--- config.mk ---
export PLATFORM = sky130hd
export DESIGN_NAME = control_multiciclo_flat
export DESIGN_NICKNAME = d
export VERILOG_FILES = /design/src/rtl/control_pkg.sv /design/src/rtl/control_multiciclo_if.sv /design/src/rtl/control_multiciclo_alu_decoder.sv /design/src/rtl/control_multiciclo.sv /design/src/flat_wrapper.sv
export SDC_FILE = /design/constraint.sdc
export NUM_CORES = 1
export LEC_CHECK = 0
export ABC_AREA = 0
export CAP_MARGIN = 20
export CORE_MARGIN = 1
export CORE_UTILIZATION = 42
export CTS_CLUSTER_DIAMETER = 200
export CTS_CLUSTER_SIZE = 25
export DETAILED_ROUTE_END_ITERATION = 10
export PLACE_DENSITY = 0.83
export SETUP_SLACK_MARGIN = 0.05
export SYNTH_ARGS = -nofsm -noshare
export SYNTH_HDL_FRONTEND = slang
export SYNTH_HIERARCHICAL = 1
export SYNTH_SLANG_ARGS = --single-unit
--- constraint.sdc ---
create_clock -name clk_i -period 5.2 [get_ports clk_i]
set_input_delay 1.04 -clock clk_i [delete_from_list [all_inputs] [get_ports clk_i]]
set_output_delay 1.04 -clock clk_i [all_outputs]
set_load 0.005 [all_outputs]
--- src/rtl/control_pkg.sv ---
// Shared encodings for the multicycle control unit: FSM states, opcodes,
// ALU operation codes and datapath select values.
package control_pkg;

    typedef enum logic [3:0] {
        FETCH    = 4'd0,
        DECODE   = 4'd1,
        MEMADR   = 4'd2,
        MEMREAD  = 4'd3,
        MEMWB    = 4'd4,
        MEMWRITE = 4'd5,
        EXECR    = 4'd6,
        EXECI    = 4'd7,
        ALUWB    = 4'd8,
        BRANCH   = 4'd9,
        JAL      = 4'd10
    } state_t;

    typedef enum logic [1:0] {
        ADD   = 2'b00,
        SUB   = 2'b01,
        FUNCT = 2'b10
    } aluop_t;

    localparam logic [6:0] OP_LOAD   = 7'b0000011;
    localparam logic [6:0] OP_STORE  = 7'b0100011;
    localparam logic [6:0] OP_RTYPE  = 7'b0110011;
    localparam logic [6:0] OP_ITYPE  = 7'b0010011;
    localparam logic [6:0] OP_BRANCH = 7'b1100011;
    localparam logic [6:0] OP_JAL    = 7'b1101111;

    localparam logic [2:0] ALU_ADD = 3'b000;
    localparam logic [2:0] ALU_SUB = 3'b001;
    localparam logic [2:0] ALU_AND = 3'b010;
    localparam logic [2:0] ALU_OR  = 3'b011;
    localparam logic [2:0] ALU_SLT = 3'b101;
    localparam logic [2:0] ALU_SLL = 3'b110;
    localparam logic [2:0] ALU_SRL = 3'b111;

    localparam logic       ADR_PC     = 1'b0;
    localparam logic       ADR_ALUOUT = 1'b1;

    localparam logic [1:0] RES_ALUOUT = 2'b00;
    localparam logic [1:0] RES_MEM    = 2'b01;
    localparam logic [1:0] RES_ALU    = 2'b10;

    localparam logic [1:0] SRCA_PC    = 2'b00;
    localparam logic [1:0] SRCA_OLDPC = 2'b01;
    localparam logic [1:0] SRCA_RS1   = 2'b10;

    localparam logic [1:0] SRCB_RS2  = 2'b00;
    localparam logic [1:0] SRCB_IMM  = 2'b01;
    localparam logic [1:0] SRCB_FOUR = 2'b10;

    localparam logic [1:0] IMM_I = 2'b00;
    localparam logic [1:0] IMM_S = 2'b01;
    localparam logic [1:0] IMM_B = 2'b10;
    localparam logic [1:0] IMM_J = 2'b11;

endpackage

--- src/rtl/control_multiciclo_if.sv ---
// Control bus between the multicycle controller (master) and the datapath
// (slave): instruction fields and ALU flag in, selects and enables out.
interface control_multiciclo_if;

    logic [6:0] op_i;
    logic [2:0] funct3_i;
    logic       funct7b5_i;
    logic       alu_flag0_i;
    logic       pc_write_o;
    logic       adr_src_o;
    logic       mem_write_o;
    logic       ir_write_o;
    logic       reg_write_o;
    logic [1:0] result_src_o;
    logic [1:0] alu_src_a_o;
    logic [1:0] alu_src_b_o;
    logic [1:0] imm_src_o;
    logic [2:0] alu_control_o;
    logic       illegal_o;

    modport master (
        input  op_i, funct3_i, funct7b5_i, alu_flag0_i,
        output pc_write_o, adr_src_o, mem_write_o, ir_write_o, reg_write_o,
               result_src_o, alu_src_a_o, alu_src_b_o, imm_src_o,
               alu_control_o, illegal_o
    );

    modport slave (
        output op_i, funct3_i, funct7b5_i, alu_flag0_i,
        input  pc_write_o, adr_src_o, mem_write_o, ir_write_o, reg_write_o,
               result_src_o, alu_src_a_o, alu_src_b_o, imm_src_o,
               alu_control_o, illegal_o
    );

endinterface

--- src/rtl/control_multiciclo_alu_decoder.sv ---
// Maps the FSM's coarse ALU request plus funct3/funct7 to the 3-bit ALU code.
module alu_decoder
    import control_pkg::*;
(
    input  aluop_t     aluop,
    input  logic [2:0] funct3,
    input  logic       op5,
    input  logic       funct7b5,
    output logic [2:0] alu_control
);

    always_comb begin
        alu_control = ALU_ADD;
        case (aluop)
            SUB:   alu_control = ALU_SUB;
            FUNCT: begin
                case (funct3)
                    // Only R-type (op5=1) can subtract; addi ignores bit 30.
                    3'b000:  alu_control = (op5 && funct7b5) ? ALU_SUB : ALU_ADD;
                    3'b001:  alu_control = ALU_SLL;
                    3'b010:  alu_control = ALU_SLT;
                    3'b101:  alu_control = ALU_SRL;
                    3'b110:  alu_control = ALU_OR;
                    3'b111:  alu_control = ALU_AND;
                    default: alu_control = ALU_ADD;
                endcase
            end
            default: alu_control = ALU_ADD;
        endcase
    end

endmodule

--- src/rtl/control_multiciclo.sv ---
// Multicycle RISC-V control FSM: sequences fetch/decode/execute/memory/
// writeback and drives datapath selects and write enables.
module control_multiciclo
    import control_pkg::*;
(
    input  logic                 clk_i,
    input  logic                 rst_i,
    control_multiciclo_if.master bus
);

    state_t     state, state_next;
    aluop_t     aluop;
    logic [2:0] alu_control;
    logic       pc_write, mem_write, ir_write, reg_write, illegal;
    logic       branch_taken;

    // NOTE: state registers use non-blocking assignment so every flop samples
    // pre-edge values; blocking here would create ordering-dependent races.
    always_ff @(posedge clk_i or posedge rst_i) begin
        if (rst_i) state <= FETCH;
        else       state <= state_next;
    end

    always_comb begin
        case (bus.funct3_i)
            3'b000:  branch_taken = bus.alu_flag0_i;
            3'b001:  branch_taken = ~bus.alu_flag0_i;
            default: branch_taken = 1'b0;
        endcase
    end

    // NOTE: every output gets a default before the case, so no path through
    // the block leaves a signal unassigned and no latch is inferred.
    always_comb begin
        state_next        = FETCH;
        aluop             = ADD;
        pc_write          = 1'b0;
        mem_write         = 1'b0;
        ir_write          = 1'b0;
        reg_write         = 1'b0;
        illegal           = 1'b0;
        bus.adr_src_o     = ADR_PC;
        bus.result_src_o  = RES_ALUOUT;
        bus.alu_src_a_o   = SRCA_PC;
        bus.alu_src_b_o   = SRCB_RS2;
        case (state)
            FETCH: begin
                ir_write         = 1'b1;
                pc_write         = 1'b1;
                bus.alu_src_b_o  = SRCB_FOUR;
                bus.result_src_o = RES_ALU;
                state_next       = DECODE;
            end
            DECODE: begin
                bus.alu_src_a_o = SRCA_OLDPC;
                bus.alu_src_b_o = SRCB_IMM;
                case (bus.op_i)
                    OP_LOAD, OP_STORE: state_next = MEMADR;
                    OP_RTYPE:          state_next = EXECR;
                    OP_ITYPE:          state_next = EXECI;
                    OP_BRANCH:         state_next = BRANCH;
                    OP_JAL:            state_next = JAL;
                    default:           illegal    = 1'b1;
                endcase
            end
            MEMADR: begin
                bus.alu_src_a_o = SRCA_RS1;
                bus.alu_src_b_o = SRCB_IMM;
                state_next      = bus.op_i[5] ? MEMWRITE : MEMREAD;
            end
            MEMREAD: begin
                bus.adr_src_o = ADR_ALUOUT;
                state_next    = MEMWB;
            end
            MEMWB: begin
                bus.result_src_o = RES_MEM;
                reg_write        = 1'b1;
            end
            MEMWRITE: begin
                bus.adr_src_o = ADR_ALUOUT;
                mem_write     = 1'b1;
            end
            EXECR: begin
                bus.alu_src_a_o = SRCA_RS1;
                aluop           = FUNCT;
                state_next      = ALUWB;
            end
            EXECI: begin
                bus.alu_src_a_o = SRCA_RS1;
                bus.alu_src_b_o = SRCB_IMM;
                aluop           = FUNCT;
                state_next      = ALUWB;
            end
            ALUWB:  reg_write = 1'b1;
            BRANCH: begin
                bus.alu_src_a_o = SRCA_RS1;
                aluop           = SUB;
                pc_write        = branch_taken;
            end
            JAL: begin
                bus.alu_src_a_o = SRCA_OLDPC;
                bus.alu_src_b_o = SRCB_FOUR;
                pc_write        = 1'b1;
                state_next      = ALUWB;
            end
            default: state_next = FETCH;
        endcase
    end

    always_comb begin
        case (bus.op_i)
            OP_STORE:  bus.imm_src_o = IMM_S;
            OP_BRANCH: bus.imm_src_o = IMM_B;
            OP_JAL:    bus.imm_src_o = IMM_J;
            default:   bus.imm_src_o = IMM_I;
        endcase
    end

    alu_decoder u_alu_decoder (
        .aluop       (aluop),
        .funct3      (bus.funct3_i),
        .op5         (bus.op_i[5]),
        .funct7b5    (bus.funct7b5_i),
        .alu_control (alu_control)
    );

    assign bus.alu_control_o = alu_control;

    // Reset holds the state in FETCH, whose enables would otherwise be live.
    assign bus.pc_write_o  = pc_write  & ~rst_i;
    assign bus.mem_write_o = mem_write & ~rst_i;
    assign bus.ir_write_o  = ir_write  & ~rst_i;
    assign bus.reg_write_o = reg_write & ~rst_i;
    assign bus.illegal_o   = illegal   & ~rst_i;

endmodule

--- src/flat_wrapper.sv ---
// flat-port wrapper written by rule: the top's interface ports become plain ports
module control_multiciclo_flat import control_pkg::*;
  (clk_i, rst_i, bus_op_i, bus_funct3_i, bus_funct7b5_i, bus_alu_flag0_i, bus_pc_write_o, bus_adr_src_o, bus_mem_write_o, bus_ir_write_o, bus_reg_write_o, bus_result_src_o, bus_alu_src_a_o, bus_alu_src_b_o, bus_imm_src_o, bus_alu_control_o, bus_illegal_o);
  control_multiciclo_if bus_i ();
  input  logic clk_i;
  input  logic rst_i;
  input wire logic [$bits(bus_i.op_i)-1:0] bus_op_i;
  input wire logic [$bits(bus_i.funct3_i)-1:0] bus_funct3_i;
  input wire logic [$bits(bus_i.funct7b5_i)-1:0] bus_funct7b5_i;
  input wire logic [$bits(bus_i.alu_flag0_i)-1:0] bus_alu_flag0_i;
  output wire logic [$bits(bus_i.pc_write_o)-1:0] bus_pc_write_o;
  output wire logic [$bits(bus_i.adr_src_o)-1:0] bus_adr_src_o;
  output wire logic [$bits(bus_i.mem_write_o)-1:0] bus_mem_write_o;
  output wire logic [$bits(bus_i.ir_write_o)-1:0] bus_ir_write_o;
  output wire logic [$bits(bus_i.reg_write_o)-1:0] bus_reg_write_o;
  output wire logic [$bits(bus_i.result_src_o)-1:0] bus_result_src_o;
  output wire logic [$bits(bus_i.alu_src_a_o)-1:0] bus_alu_src_a_o;
  output wire logic [$bits(bus_i.alu_src_b_o)-1:0] bus_alu_src_b_o;
  output wire logic [$bits(bus_i.imm_src_o)-1:0] bus_imm_src_o;
  output wire logic [$bits(bus_i.alu_control_o)-1:0] bus_alu_control_o;
  output wire logic [$bits(bus_i.illegal_o)-1:0] bus_illegal_o;
  assign bus_i.op_i = bus_op_i;
  assign bus_i.funct3_i = bus_funct3_i;
  assign bus_i.funct7b5_i = bus_funct7b5_i;
  assign bus_i.alu_flag0_i = bus_alu_flag0_i;
  assign bus_pc_write_o = bus_i.pc_write_o;
  assign bus_adr_src_o = bus_i.adr_src_o;
  assign bus_mem_write_o = bus_i.mem_write_o;
  assign bus_ir_write_o = bus_i.ir_write_o;
  assign bus_reg_write_o = bus_i.reg_write_o;
  assign bus_result_src_o = bus_i.result_src_o;
  assign bus_alu_src_a_o = bus_i.alu_src_a_o;
  assign bus_alu_src_b_o = bus_i.alu_src_b_o;
  assign bus_imm_src_o = bus_i.imm_src_o;
  assign bus_alu_control_o = bus_i.alu_control_o;
  assign bus_illegal_o = bus_i.illegal_o;
  control_multiciclo u_core (.clk_i(clk_i), .rst_i(rst_i), .bus(bus_i));
endmodule
==> reports/results.ini, run 1 <==
[synth]
synth_cells=87
syn_area_per_cell_um2=7.248
synth_top_area_share_pct=15.87
synth-async-reset-ratio_pct=100.0
synth_nets=103
synth_top_area_cell=dfrtp_1
synth_seq_cells=4
synth_most_common_cell=a21oi_1
ys_warn_count=6
synth-seq-area-share_pct=15.87
synth-edff-count=0
netlist_area_um2=630.6
yosysUniqueCellTypes=36
ys_dominant_reg_cell=dfrtp_1
ys_top_cells_by_area=dfrtp_1, a21oi_1, nand2b_1
synthTopCellsByCount=a21oi_1, nor2_1, inv_1, nand2b_1, nand2_1

[die]
die_h_um=40.75
start_util_pct=46.71
fp.dieW_um=40.75
die-area_um2=1661
core_area_um2=1350
ios=31
row_count=13

[job]
max_cap_violations=0

[setup_path]
critPathTopFamily=buffers and inverters
path_buf_inv=2
crit_path_end_kind=primary output
max_stage_delay_ns=0.54
crit_chain=clkdlybuf4s50_1 > and3_1 > a31o_1 > a211oi_1 > clkdlybuf4s50_1
start_kind=input port
slowest_stage=clkdlybuf4s50_1
arrival_ns=2.86
cp.required_ns=4.16
crit_top_cell=clkdlybuf4s50_1
critPathMaxFanout=6
path_class=input port to primary output

[place]
dp_slack_ns=1.319
routabilityCongestion=0.8508
dp_hpwl_um=1360
post_dp_cell_area_um2=912.1
portBuffers=30
dp_cells=127

[cells_and_area]
largest_register_ffs=4
drive_gt1_share_pct=6.087
antenna_cells=0
reg_top3=u_core/state x4
n_fill_cell=137
largest_register=u_core/state
final_cell_count_no_fill=130
postLayoutCellArea_um2=934.6
area_growth_pct=48.21
finalNetCount=133
final_util_pct=69.23

[clocking]
clock_path_buffers=2
htree_num_levels=1
cts_sinks=4
cts_buffers=3
post_cts_buffers=0
clock_latency_ns=0.23
ctsHoldBuffers=0
root_buffer=clkbuf_4
tritoncts=yes
cts_resized=0
clkTransAtPathRegs_ns=0.04

[power_and_ir_drop]
powerDensity_nw_per_um2=241.2
irDropWorstVdd_uv=143.8
p_leak_nw=0.3697
power_mw=0.2255

[detailed_routing]
via_per_inst=5.646
ant_nets=0
wl_per_cell_um=13.59
firstDrtPassIters=4
routed_wl_um=1767
vias=734
drt_iter0_drc=21
route.detailed.drc=0

[timing]
slew_viol_final=0
post-route-period-util_pct=74.95
period_needed_ns=3.897
timing.max_slew.rel_slack_pct=63.42
clock_skew_ns=0.002270
rsz0062_at_grt=no
worst_slack_ns=1.303
finalSetupViolations=0
holdWs_ns=0.7317
fmax_mhz=256.6
finalSetupTns_ns=0
final-hold-violation-count=0
worstMarginPinSlew_ns=0.5487

[global_routing]
grt_use_total_pct=24.04
antenna_found_initial=0
grt_pass1_wl_um=2566
grt_pass1_vias=632
grt_max_degree=19
grt_overflow=0

[worst_hold_path]
min_path_type=flop to flop

[run_status]
status=complete, no violations

==> placed cells by master (no fill, tap or decap), drive strengths merged, types with 4 or more instances in the layout <==
master and instances:
clkdlybuf4s50 30, a21oi 8, nor2 8, inv 8
nand2b 6, nand2 5, and3 4, o21ai 4
nor3 4, dfrtp 4
==> power breakdown <==
group | internal, mW | total, mW | switching (mW)
Sequential | 0.0359 | 0.0597 | 0.0238
Clock | 0.0258 | 0.0380 | 0.0122
Combinational | 0.0811 | 0.128 | 0.0468
Total | 0.143 | 0.225 | 0.0827
==> layout make-up <==
type / count / area [um^2] / share of cell area [%]
multi-input cells: 70 / 462.9 / 49.53
repair buffers: 30 / 300.3 / 32.13
flip-flops and latches: 4 / 100.1 / 10.71
inverters: 8 / 30.03 / 3.213
clock buffers: 3 / 22.52 / 2.410
well taps: 15 / 18.77 / 2.008
==> worst min-delay path, cell delays in order (launching register included) <==
cell,delay [ns]
dfrtp_1,0.52
nand2_1,0.11
o21ai_1,0.06
==> worst paths after layout <==
path / startpoint / end / slack (ns) / cells past startpoint
setup / recovery: bus_op_i[6] / bus_illegal_o / 1.30 / 5
hold / removal: u_core/state[1] / u_core/state[3] / 0.73 / 2
setup reg to reg: u_core/state[2] / u_core/state[2] / 3.61 / 4
hold reg to reg: u_core/state[1] / u_core/state[3] / 0.73 / 2
max in group asynchronous: rst_i / u_core/state[2] / 3.89 / 2
min in group asynchronous: rst_i / u_core/state[3] / 1.16 / 2
==> routing by layer <==
| metal | share of wire (%) | track usage [%] | wire, um |
|---|---|---|---|
| met2 | 54 | 45.63 | 957 |
| met3 | 4.9 | 3.804 | 87 |
| met5 | 0 | 0 | 0 |
| met4 | 0 | 15.83 | 0 |
| met1 | 41 | 23.51 | 722 |
==> cells by family (layout without fill, tap and decap cells) <==
kind of cell / count (synthesis) / count (layout) / share of synthesized area, %
fa+ha+maj: 2 / 2 / 3.968
flops: 4 / 4 / 15.87
simple gates: 41 / 41 / 38.89
buf+inv: 13 / 41 / 10.71
xor+xnor: 5 / 5 / 6.946
compound gates: 22 / 22 / 23.61
No activity file was read; power rests on OpenSTA's default activity.
==> run 2, diff against run 1 <==
--- a/config.mk
+++ b/config.mk
@@ -8,11 +8,11 @@
 export ABC_AREA = 0
 export CAP_MARGIN = 20
 export CORE_MARGIN = 1
-export CORE_UTILIZATION = 42
+export CORE_UTILIZATION = 39
 export CTS_CLUSTER_DIAMETER = 200
 export CTS_CLUSTER_SIZE = 25
 export DETAILED_ROUTE_END_ITERATION = 10
-export PLACE_DENSITY = 0.83
+export PLACE_DENSITY = 0.78
 export SETUP_SLACK_MARGIN = 0.05
 export SYNTH_ARGS = -nofsm -noshare
 export SYNTH_HDL_FRONTEND = slang
==> constraint.sdc (replaced) <==
create_clock -name clk_i -period 4 [get_ports clk_i]
set_input_delay 0.8 -clock clk_i [delete_from_list [all_inputs] [get_ports clk_i]]
set_output_delay 0.8 -clock clk_i [all_outputs]
set_load 0.005 [all_outputs]
==> reports/results.ini, run 2 (synthesis gave the netlist of run 1 again) <==
[setup_path]
max_stage_delay_ns=0.54  ; about the same
path_class=input port to primary output
critPathMaxFanout=6  ; unchanged
crit_chain=clkdlybuf4s50_1 > and3_1 > a31o_1 > a211oi_1 > clkdlybuf4s50_1
slowest_stage=clkdlybuf4s50_1
arrival_ns=2.59  ; -0.27 ns
crit_path_end_kind=primary output
reg2reg_depth=3  ; -1
cp.required_ns=3.20  ; -0.96 ns
start_kind=input port
crit_top_cell=clkdlybuf4s50_1

[cells_and_area]
ff_latch_area_um2=100.1  ; unchanged
layout_commonest_cell=clkdlybuf4s50_1
largest_register_ffs=4  ; unchanged
finalNetCount=133  ; unchanged
area_growth_pct=48.41
reg_top3=u_core/state x4
n_fill_cell=145  ; +5.8%
multiInputGateArea_um2=462.9  ; unchanged
largest_register=u_core/state
drive_gt1_share_pct=6.087  ; unchanged
antenna_cells=0  ; unchanged
postLayoutCellArea_um2=935.9  ; +0.13%
layout_common_cells=clkdlybuf4s50_1, a21oi_1, nor2_1, inv_1, nand2b_1

[die]
die-area_um2=1782  ; +7.3%
start_util_pct=41.86  ; -4.8 points
die_h_um=42.21  ; +3.6%
row_count=14  ; +1
fp.dieW_um=42.21  ; +3.6%
ios=31  ; unchanged
core_area_um2=1506  ; +12%

[timing]
final-hold-violation-count=0  ; unchanged
period_needed_ns=3.387
finalSetupTns_ns=0  ; unchanged
finalSetupViolations=0  ; unchanged
fmax_mhz=295.3
post-route-period-util_pct=84.67
rsz0062_at_grt=no
worstMarginPinSlew_ns=0.5509  ; +0.002144 ns
slew_viol_final=0  ; unchanged
clock_skew_ns=0.0006463  ; -0.001624 ns
timing.max_slew.rel_slack_pct=63.28  ; -0.14 points

[power_and_ir_drop]
power_mw=0.2909  ; +29%
irDropWorstVdd_uv=178.2  ; +24%
swShare_pct=36.27  ; -0.42 points
share_seq_of_total_power_pct=26.6  ; about the same
p_int_mw=0.1854  ; +30%
powerDensity_nw_per_um2=310.9  ; +29%
combPwrFrac_pct=56.7  ; about the same
p_leak_nw=0.3697  ; unchanged
clock_power_share_pct=16.6  ; -0.2 points
switchingPower_mw=0.1055  ; +28%

[global_routing]
grt_pass1_vias=627  ; -0.79%
grt_overflow=0  ; unchanged
grt_use_total_pct=19.22  ; -4.8 points
grt_max_degree=19  ; unchanged
grt_use_met3_pct=3.017  ; -0.79 points
busiest_layer=met2
grt_use_met1_pct=23.08  ; -0.43 points
grt_pass1_wl_um=2677  ; +4.3%
antenna_found_initial=0  ; unchanged
grt_use_met2_pct=33.85  ; -12 points

[detailed_routing]
wl_per_cell_um=12.10  ; -11%
vias=734  ; unchanged
routed_wl_um=1585  ; -10%
ant_nets=0  ; unchanged
via_per_inst=5.603  ; -0.76%
route.detailed.drc=0  ; unchanged
drt_iter0_drc=9  ; -57%
firstDrtPassIters=4  ; unchanged

[clocking]
root_buffer=clkbuf_4
cts_buffers=3  ; unchanged
cts_resized=0  ; unchanged
post_cts_buffers=0  ; unchanged
htree_num_levels=1  ; unchanged
cts_sinks=4  ; unchanged
ctsHoldBuffers=0  ; unchanged
tritoncts=yes
clock_latency_ns=0.23  ; about the same
clkTransAtPathRegs_ns=0.04  ; about the same
clock_path_buffers=2  ; unchanged

[worst_hold_path]
min_path_type=flop to flop
whs_path_depth=2  ; unchanged

[run_status]
status=complete, no violations

[place]
portBuffers=30  ; unchanged
routabilityCongestion=0.7819  ; -8.1%
dp_hpwl_um=1194  ; -12%
post_dp_cell_area_um2=913.4  ; +0.14%

[job]
max_cap_violations=0  ; unchanged

run 2: cell counts in the layout (fill, tap and decap cells not counted):
No cell type changed its count.
run 2: per-stage QoR:
step,instances,utilization [%],setup slack (ns),hold WS [ns]
2_1_floorplan,87,-,1.682,0.5266
5_1_grt,131,62.13,0.4833,0.7702
3_5_place_dp,128,60.63,0.6559,0.7183
3_3_place_gp,128,60.63,0.6579,0.7165
6_report,131,62.13,0.6133,0.7287
4_1_cts,131,62.13,0.6282,0.7229
run 2: worst paths after layout:
path,startpoint,endpoint,slack [ns]
max,bus_op_i[5],bus_illegal_o,0.61
min,u_core/state[1],u_core/state[3],0.73
max reg2reg,u_core/state[0],u_core/state[2],2.42
min reg2reg,u_core/state[1],u_core/state[3],0.73
max in group asynchronous,rst_i,u_core/state[3],2.92
min in group asynchronous,rst_i,u_core/state[0],0.93
run 2: power groups by stage:
stage	registers, mW	logic [mW]	clock network, mW
floorplan	0.0488	0.107	0
global placement	0.0760	0.163	0
detailed placement	0.0771	0.165	0
CTS	0.0766	0.166	0.0503
global route	0.0799	0.181	0.0542
finish	0.0775	0.165	0.0484
run 2: metal layers:
| layer | routed length [um] | vias to the layer above |
|---|---|---|
| met5 | 0 | - |
| met4 | 10 | 0 |
| met3 | 123 | 6 |
| met2 | 775 | 38 |
| met1 | 675 | 324 |
| li1 | - | 366 |
run 2: cell type report:
class	count	area share [%]
inverters	8	3.209
well taps	16	2.139
repair buffers	30	32.09
flip-flops and latches	4	10.70
multi-input cells	70	49.47
clock buffers	3	2.406
run 2: worst max-delay path: cells and delay by family:
family | cells | cell delay, ns
buf+inv | 2 | 1.06
simple gates | 1 | 0.27
compound gates | 2 | 0.46
==> run 3, diff against run 2 <==
==> constraint.sdc (replaced) <==
create_clock -name clk_i -period 3.21 [get_ports clk_i]
set_input_delay 0.642 -clock clk_i [delete_from_list [all_inputs] [get_ports clk_i]]
set_output_delay 0.642 -clock clk_i [all_outputs]
set_load 0.005 [all_outputs]
==> reports/results.ini, run 3 (synthesis gave the netlist of run 1 again) <==
[setup_path]
max_stage_delay_ns=0.54  ; about the same
rrSetupSlack_ns=1.65  ; -0.77 ns
cp.required_ns=2.57  ; -0.63 ns
start_kind=input port
path_buf_inv=2  ; unchanged
critPathTopFamily=buffers and inverters
crit_top_cell=clkdlybuf4s50_1
crit_chain=clkdlybuf4s50_1 > and3_1 > a31o_1 > a211oi_1 > clkdlybuf4s50_1
path_class=input port to primary output
reg2reg_depth=5  ; +2
rr_startpoint=u_core/state[2]
slowest_stage=clkdlybuf4s50_1
timing.rr.end=u_core/state[2]
critPathMaxFanout=6  ; unchanged
startpoint=bus_op_i[6]
crit_path_end_kind=primary output
arrival_ns=2.42  ; -0.17 ns

[clocking]
clock_path_buffers=2  ; unchanged
tritoncts=yes
clock_latency_ns=0.23  ; about the same
ctsHoldBuffers=0  ; unchanged
cts_buffers=3  ; unchanged
cts_sinks=4  ; unchanged
cts_resized=0  ; unchanged
clkTransAtPathRegs_ns=0.03  ; about the same
post_cts_buffers=0  ; unchanged
root_buffer=clkbuf_4
htree_num_levels=1  ; unchanged

[power_and_ir_drop]
powerDensity_nw_per_um2=389.4  ; +25%
p_leak_nw=0.3903  ; +5.6%
irDropWorstVdd_uv=196.2  ; +10%

[die]
die-area_um2=1782  ; unchanged
core_area_um2=1506  ; unchanged
start_util_pct=41.86  ; unchanged
row_count=14  ; unchanged
ios=31  ; unchanged
die_h_um=42.21  ; unchanged
fp.dieW_um=42.21  ; unchanged

[worst_hold_path]
min_to=u_core/state[0]
whs_path_depth=2  ; unchanged
min_path_type=flop to flop
min_from=u_core/state[0]

[timing]
timing.max_slew.rel_slack_pct=70.93  ; +7.7 points
slew_viol_final=0  ; unchanged
finalSetupViolations=0  ; unchanged
worstMarginPinSlew_ns=0.4360  ; -0.1149 ns
period_needed_ns=3.064
post-route-period-util_pct=95.46
final-hold-violation-count=0  ; unchanged
clock_skew_ns=0.005003  ; +0.004357 ns
fmax_mhz=326.3
rsz0062_at_grt=no
holdWs_ns=0.7120  ; -0.01672 ns
finalSetupTns_ns=0  ; unchanged

[cells_and_area]
largest_register_ffs=4  ; unchanged
largest_register=u_core/state
area_growth_pct=53.17
final_util_pct=64.12  ; +2.0 points
finalNetCount=137  ; +3.0%
n_fill_cell=150  ; +3.4%
antenna_cells=0  ; unchanged
layout_commonest_cell=clkdlybuf4s50_1
ff_latch_area_um2=100.1  ; unchanged
multiInputGateArea_um2=462.9  ; unchanged
layout_common_cells=clkdlybuf4s50_1, a21oi_1, nor2_1, inv_1, nand2b_1
reg_top3=u_core/state x4
drive_gt1_share_pct=9.244  ; +3.2 points

[detailed_routing]
vias=749  ; +2.0%
wl_per_cell_um=12.18  ; +0.65%
ant_nets=0  ; unchanged
routed_wl_um=1644  ; +3.7%
drt_iter0_drc=9  ; unchanged
route.detailed.drc=0  ; unchanged
firstDrtPassIters=4  ; unchanged
via_per_inst=5.548  ; -0.98%

[global_routing]
grt_use_total_pct=19.96  ; +0.75 points
grt_pass1_wl_um=2739  ; +2.3%
grt_max_degree=18  ; -1
grt_overflow=0  ; unchanged
grt_pass1_vias=661  ; +5.4%
antenna_found_initial=0  ; unchanged

[place]
routabilityCongestion=0.7720  ; -1.3%
portBuffers=30  ; unchanged
dp_hpwl_um=1238  ; +3.7%

[job]
max_cap_violations=0  ; unchanged

[run_status]
status=complete, no violations

[run 3: cell types whose count changed in the layout (fill, tap and decap cells not counted), sizes merged]
cell,previous run,this run
buf,0,4
[run 3: how the worst max path moves through the flow]
stage | slack, ns | cells after the start | end
after global routing | 0.06 | 6 | bus_illegal_o
after detailed placement | 0.17 | 5 | bus_illegal_o
after CTS | 0.15 | 5 | bus_illegal_o
after floorplan | 1.05 | 7 | bus_alu_control_o[0]
after global placement | 0.21 | 5 | bus_illegal_o
final | 0.15 | 5 | bus_illegal_o
[run 3: stage by stage]
stage	power (mW)	area, um^2	instances	setup WS, ns
2_1_floorplan	0.1938	630.6	87	1.050
3_3_place_gp	0.3110	943.4	132	0.2084
3_5_place_dp	0.3145	943.4	132	0.1718
4_1_cts	0.3808	965.9	135	0.1490
5_1_grt	0.4043	965.9	135	0.05806
6_report	0.3761	965.9	135	0.1457
[run 3: area by class of cell]
type,instances,share of cell area [%]
Multi-Input combinational cell,70,47.93
Timing Repair Buffer,34,34.20
Sequential cell,4,10.36
Inverter,8,3.109
Clock buffer,3,2.332
Tap cell,16,2.073
[run 3: metal layers]
| metal | part of all wire [%] | up-vias | GRT usage, % |
|---|---|---|---|
| met5 | 0 | - | 0 |
| met4 | 0 | 0 | 9.375 |
| met1 | 44 | 344 | 24.00 |
| li1 | - | 383 | - |
| met3 | 4.0 | 0 | 2.586 |
| met2 | 52 | 22 | 34.77 |
[run 3: where the power goes]
group | switching [mW] | total [mW] | internal (mW)
combinational | 0.106 | 0.248 | 0.142
sequential | 0.00787 | 0.0666 | 0.0587
clock | 0.0200 | 0.0618 | 0.0418
total | 0.134 | 0.376 | 0.242
[run 3: worst min-delay path, stage by stage (launching register included)]
cell,delay [ns]
dfrtp_1,0.34
buf_4,0.21
o32ai_1,0.11
==> RTL edit 1: new RTL, flow settings as in run 2 <==
Reset style: synchronous (`rst_i`), changed in one clocked block.
--- a/src/rtl/control_multiciclo.sv
+++ b/src/rtl/control_multiciclo.sv
@@ -17,5 +17,5 @@
     // NOTE: state registers use non-blocking assignment so every flop samples
     // pre-edge values; blocking here would create ordering-dependent races.
-    always_ff @(posedge clk_i or posedge rst_i) begin
+    always_ff @(posedge clk_i) begin
         if (rst_i) state <= FETCH;
         else       state <= state_next;
Function: differs if rst_i is asserted again (counterexample within 4 cycles, from zero or initial values and one cycle with rst_i high); with rst_i held inactive, the same outputs for 10 cycles.
==> RTL edit 1 against run 2 <==
Register-to-register slack better by 0.18 ns; critical path depth rose by 2; cell count is 0.76% lower; count of clock-buffer cells in the layout unchanged; cell area shrank 5.7%; first-iteration DRC count up 89%; sequential cell count stayed put; routed wire length is 8.4% lower; setup slack got worse by 0.14 ns; global-route usage grew 0.97 points; area after synthesis is 10% lower; largest cell class unchanged.
Power is not compared: it rests on default switching activity, and its combinational part moved more than twofold at a synthesized area within 25%.
==> RTL edit 1: results (changes against run 2) <==
synth:
  synthFlopType: "dfxtp_1"
  avgSynthCellArea_um2: 6.50  # -10%
  synth_common_cells: "nor2_1 (12), a21oi_1 (8), nand2b_1 (8), nor3_1 (7), nand2_1 (6)"
  synth.top_cells.by_area: "dfxtp_1 (14%), nand2b_1 (8.8%), nor2_1 (8.0%), a21oi_1 (7.1%), nor3_1 (6.2%)"
  synth_cell_types: 28  # -22%
  yosysMostFrequentCell: "nor2_1"
  seq_area_frac_synth: 0.142  # -0.0171
  async_flop_share: 0  # -1.00
route:
  drtIter0Drc: 17  # +8
  wl_um: 1450  # -8.4%
  drt-wirelength-per-cell_um: 11.2  # -7.7%
  viasPerCell: 5.40  # -3.6%
  dr.pass1.iters: 4  # unchanged
worst_setup_path:
  critPathMaxFanout: 14  # +8
  cp-startpoint: "u_core/state[0]"
  arrival_ns: 2.73  # +0.14 ns
  reg2reg_to: "u_core/state[1]"
  r2r-start: "u_core/state[3]"
  endpoint: "bus_alu_control_o[0]"
  regToRegSetupSlack_ns: 2.60  # +0.18 ns
  criticalPathCategory: "flip-flop to output port"
placement:
  place_hpwl_um: 1130  # -5.6%
  gp_congestion: 0.704  # -10%
  placed_cell_area_um2: 860  # -5.9%
global_routing:
  grt_pass1_vias: 528  # -16%
  grt.total_usage: 0.202  # +0.00966
  grt_first_pass_wirelength_um: 2290  # -14%
  grt_max_degree: 15  # -4
sta:
  max_slew_margin: 0.671  # +0.0383
  finalClockSkew_ns: 0.00612  # +0.00547 ns
pwr:
  swShare: 0.269
layout:
  final_layout_size_suffix_gt1_frac: 0.0261  # -0.0348
worst_hold_path:
  min_path_type: "flip-flop to flip-flop"
status:
  status: "finished, final reports clean"
-- RTL edit 1: cell count changes in the layout (fill, tap and decap cells not counted), sizes merged, moves of 3 or more --
cell / change
nor2: +4
and3: -4
inv: -4
dfxtp: +4
nor4: +3
nor3: +3
dfrtp: -4
-- RTL edit 1: kinds of logic after synthesis --
logic type,Yosys count,share of synthesized area
simple gates,47,0.447
compound gates,19,0.204
buf+inv,9,0.0708
xor+xnor,6,0.0929
flops,4,0.142
fa+ha+maj,2,0.0442
-- RTL edit 1: per-layer routing --
metal,track usage,share of wire,vias up
li1,-,-,365
met1,0.283,0.49,309
met2,0.327,0.43,28
met3,0.0500,0.076,0
met4,0,0,0
met5,0,0,-
-- RTL edit 1: power groups by stage --
stage	Sequential [uW]	Clock (uW)	Combinational, uW
finish	44.6	48.8	50.2
global route	45.0	57.3	55.5
CTS	44.5	51.4	50.6
detailed placement	45.1	0	50.2
global placement	45.1	0	49.5
floorplan	42.5	0	22.0
-- RTL edit 1: per-stage QoR --
| stage | setup WS (ns) | total power (uW) | hold WS, ns | utilization |
|---|---|---|---|---|
| after floorplan | 1.59 | 64.5 | 0.509 | - |
| after global placement | 0.606 | 94.6 | 0.657 | 0.652 |
| after detailed placement | 0.606 | 95.3 | 0.670 | 0.652 |
| after CTS | 0.448 | 147 | 0.681 | 0.670 |
| after global routing | 0.197 | 158 | 0.719 | 0.670 |
| final | 0.469 | 144 | 0.675 | 0.670 |
-- RTL edit 1: worst min-delay path by stage --
stage / from / end / slack, ns / depth (start not counted)
2_1_floorplan: u_core/state[1] / u_core/state[3] / 0.51 / 2
3_3_place_gp: u_core/state[0] / u_core/state[0] / 0.66 / 1
3_5_place_dp: u_core/state[0] / u_core/state[0] / 0.67 / 1
4_1_cts: u_core/state[0] / u_core/state[0] / 0.68 / 1
5_1_grt: u_core/state[0] / u_core/state[0] / 0.72 / 1
6_report: u_core/state[0] / u_core/state[0] / 0.68 / 1
-- RTL edit 1: layout make-up --
class,count,area [um2]
timing repair buffer,30,300
multi-input combinational,74,445
inverter,4,15.0
fill,121,435
clock buffer,3,22.5
tap,15,18.8
sequential,4,80.1
-- RTL edit 1: critical path, stage by stage, from the launching register on --
cell             delay [ns]
dfxtp_1                0.60
nand2b_1               0.22
nor3b_1                0.43
inv_1                  0.10
ha_1                   0.31
o21bai_1               0.16
a41oi_1                0.16
clkdlybuf4s50_1        0.53
==> RTL edit 2: new RTL, config.mk and constraints of run 2 <==
Without the edit above. The 11 states of `state_t` get a one-hot encoding in 11 bits.
--- a/src/rtl/control_pkg.sv
+++ b/src/rtl/control_pkg.sv
@@ -3,16 +3,16 @@
 package control_pkg;
 
-    typedef enum logic [3:0] {
-        FETCH    = 4'd0,
-        DECODE   = 4'd1,
-        MEMADR   = 4'd2,
-        MEMREAD  = 4'd3,
-        MEMWB    = 4'd4,
-        MEMWRITE = 4'd5,
-        EXECR    = 4'd6,
-        EXECI    = 4'd7,
-        ALUWB    = 4'd8,
-        BRANCH   = 4'd9,
-        JAL      = 4'd10
+    typedef enum logic [10:0] {
+        FETCH    = 11'b00000000001,
+        DECODE   = 11'b00000000010,
+        MEMADR   = 11'b00000000100,
+        MEMREAD  = 11'b00000001000,
+        MEMWB    = 11'b00000010000,
+        MEMWRITE = 11'b00000100000,
+        EXECR    = 11'b00001000000,
+        EXECI    = 11'b00010000000,
+        ALUWB    = 11'b00100000000,
+        BRANCH   = 11'b01000000000,
+        JAL      = 11'b10000000000
     } state_t;
 
Function: same outputs for any inputs over 10 cycles, from zero or initial values and one cycle with rst_i high; not proved beyond that.
==> RTL edit 2 against run 2 <==
Sequential cell count rose by 7; via count rose by 21%; routed wire length rose by 37%; total power rose by 40%; cell area rose by 32%; area after synthesis rose by 40%; cell count rose by 24%; critical path type is now flip-flop to output port; setup slack got worse by 0.35 ns; critical path depth rose by 3.
==> RTL edit 2: results (changes against run 2) <==
worst_setup_path:
  arrival_ns: 2.94  # +0.35 ns
  critPathMaxFanout: 8  # +2
  worst_setup_path_start_kind: "flip-flop"
global_routing:
  grt.total_usage: 0.194  # +0.00173
  grt_first_pass_wirelength_um: 3600  # +35%
  grt_max_degree: 9  # -10
  grt_pass1_vias: 832  # +33%
  antenna_found_initial: 0  # unchanged
status:
  status: "finished, final reports clean"
synth:
  synth.top_cells.by_area: "dfrtp_1 (28%), nor4_4 (4.8%), inv_1 (4.7%), nor2_1 (4.2%), nor3_1 (4.0%)"
  seq_area_frac_synth: 0.313  # +0.154
  synth_nets: 119  # +16%
  synth_common_cells: "inv_1 (11), dfrtp_1 (10), nor2_1 (10), nor3_1 (7)"
  synthFlopType: "dfrtp_1"
  yosysWarnings: 6  # unchanged
  synth_cell_types: 40  # +11%
  avgSynthCellArea_um2: 8.58  # +18%
  async_flop_share: 1.00  # unchanged
cts:
  cts_setup_buffers: 0  # unchanged
  ctsRootBufferMaster: "clkbuf_4"
  cts_made_buffers: 3  # unchanged
  cts_buffer_depth: 2  # unchanged
  clk_pin_slew_ns: 0.07  # +0.03 ns
  insertion_delay_ns: 0.26  # +0.03 ns
sta:
  setup_viol_count_final: 0  # unchanged
  finalClockSkew_ns: 0.00291  # +0.00226 ns
  max_slew_margin: 0.730  # +0.0977
placement:
  port_buffers: 30  # unchanged
  place_hpwl_um: 1760  # +47%
  gp_congestion: 0.786  # +0.58%
layout:
  nNetsFinal: 152  # +14%
  reg.largest.list: "u_core/state x11"
  final_layout_size_suffix_gt1_frac: 0.0963  # +0.0354
  fillCellCount: 185  # +28%
pwr:
  leakagePower_uw: 0.000525  # +42%
  ir_worst_vdd_v: 0.000223  # +25%
  swShare: 0.337  # -0.0257
route:
  drt-wirelength-per-cell_um: 13.4  # +11%
  drtIter0Drc: 27  # +18
  num_vias: 888  # +21%
## RTL edit 2: cell count changes in the layout (fill, tap and decap cells not counted), sizes merged, moves of 3 or more
cell           run 2  this run
a21oi              8         3
dfrtp              4        10
inv                8        11
nand4b             0         3
nor3               4         7
nor4               1         7
o21ai              4         1
## RTL edit 2: power groups by stage
stage / clock [uW] / combinational (uW) / sequential, uW
after floorplan: 0 / 111 / 134
after global placement: 0 / 184 / 143
after detailed placement: 0 / 186 / 146
after CTS: 76.7 / 187 / 144
after global routing: 84.9 / 205 / 146
final: 74.1 / 188 / 145
## RTL edit 2: worst max-delay path, stage by stage (launching register included)
cell and delay, ns:
dfrtp_1 0.46, or4_4 0.61, nor4_4 0.25, nand3_2 0.17
inv_1 0.11, ha_1 0.23, o21bai_1 0.15, a41oi_1 0.16
clkdlybuf4s50_1 0.54
## RTL edit 2: final timing paths
path	start	endpoint	slack [ns]	cells past startpoint
hold reg to reg	u_core/state[0]	u_core/state[1]	0.59	1
max in group asynchronous	rst_i	u_core/state[2]	2.72	3
hold / removal	u_core/state[0]	u_core/state[1]	0.59	1
setup reg to reg	u_core/state[2]	u_core/state[0]	2.19	4
setup / recovery	u_core/state[2]	bus_alu_control_o[0]	0.26	8
min in group asynchronous	rst_i	u_core/state[9]	0.90	2
## RTL edit 2: layer usage
metal,routed length (um),track usage,vias up
met1,956,0.245,419
li1,-,-,436
met2,1130,0.324,33
met5,0,0,-
met4,0,0.0667,0
met3,89,0.0401,0
## RTL edit 2: cell families after synthesis
kind of cell,count (synthesis),synth area share
AND/OR/NAND/NOR,59,0.441
buffers and inverters,14,0.0708
AO/OA/AOI/OAI,11,0.0878
flip-flops,11,0.313
XOR/XNOR,6,0.0595
adder cells (fa/ha/maj),2,0.0283
## RTL edit 2: area by class of cell
cell class                      count  area (um2)  area share
Multi-Input combinational cell     78         549       0.445
Timing Repair Buffer               31         308       0.249
Sequential cell                    11         277       0.224
Inverter                           11        41.3      0.0334
Tap cell                           27        33.8      0.0274
Clock buffer                        4        26.3      0.0213
## RTL edit 2: stage by stage
stage	hold slack, ns	util	instance area [um2]	std cells	setup slack, ns
3_3_place_gp	0.576	0.589	1200	158	0.494
5_1_grt	0.609	0.605	1230	162	0.0834
6_report	0.591	0.605	1230	162	0.259
2_1_floorplan	0.552	-	883	103	1.15
3_5_place_dp	0.576	0.589	1200	158	0.476
4_1_cts	0.598	0.602	1230	162	0.194
## RTL edit 2: timing repair
item	in CTS	in global routing
gates resized for setup	0	1
hold buffers	0	0
endpoints found under the setup margin	0	2
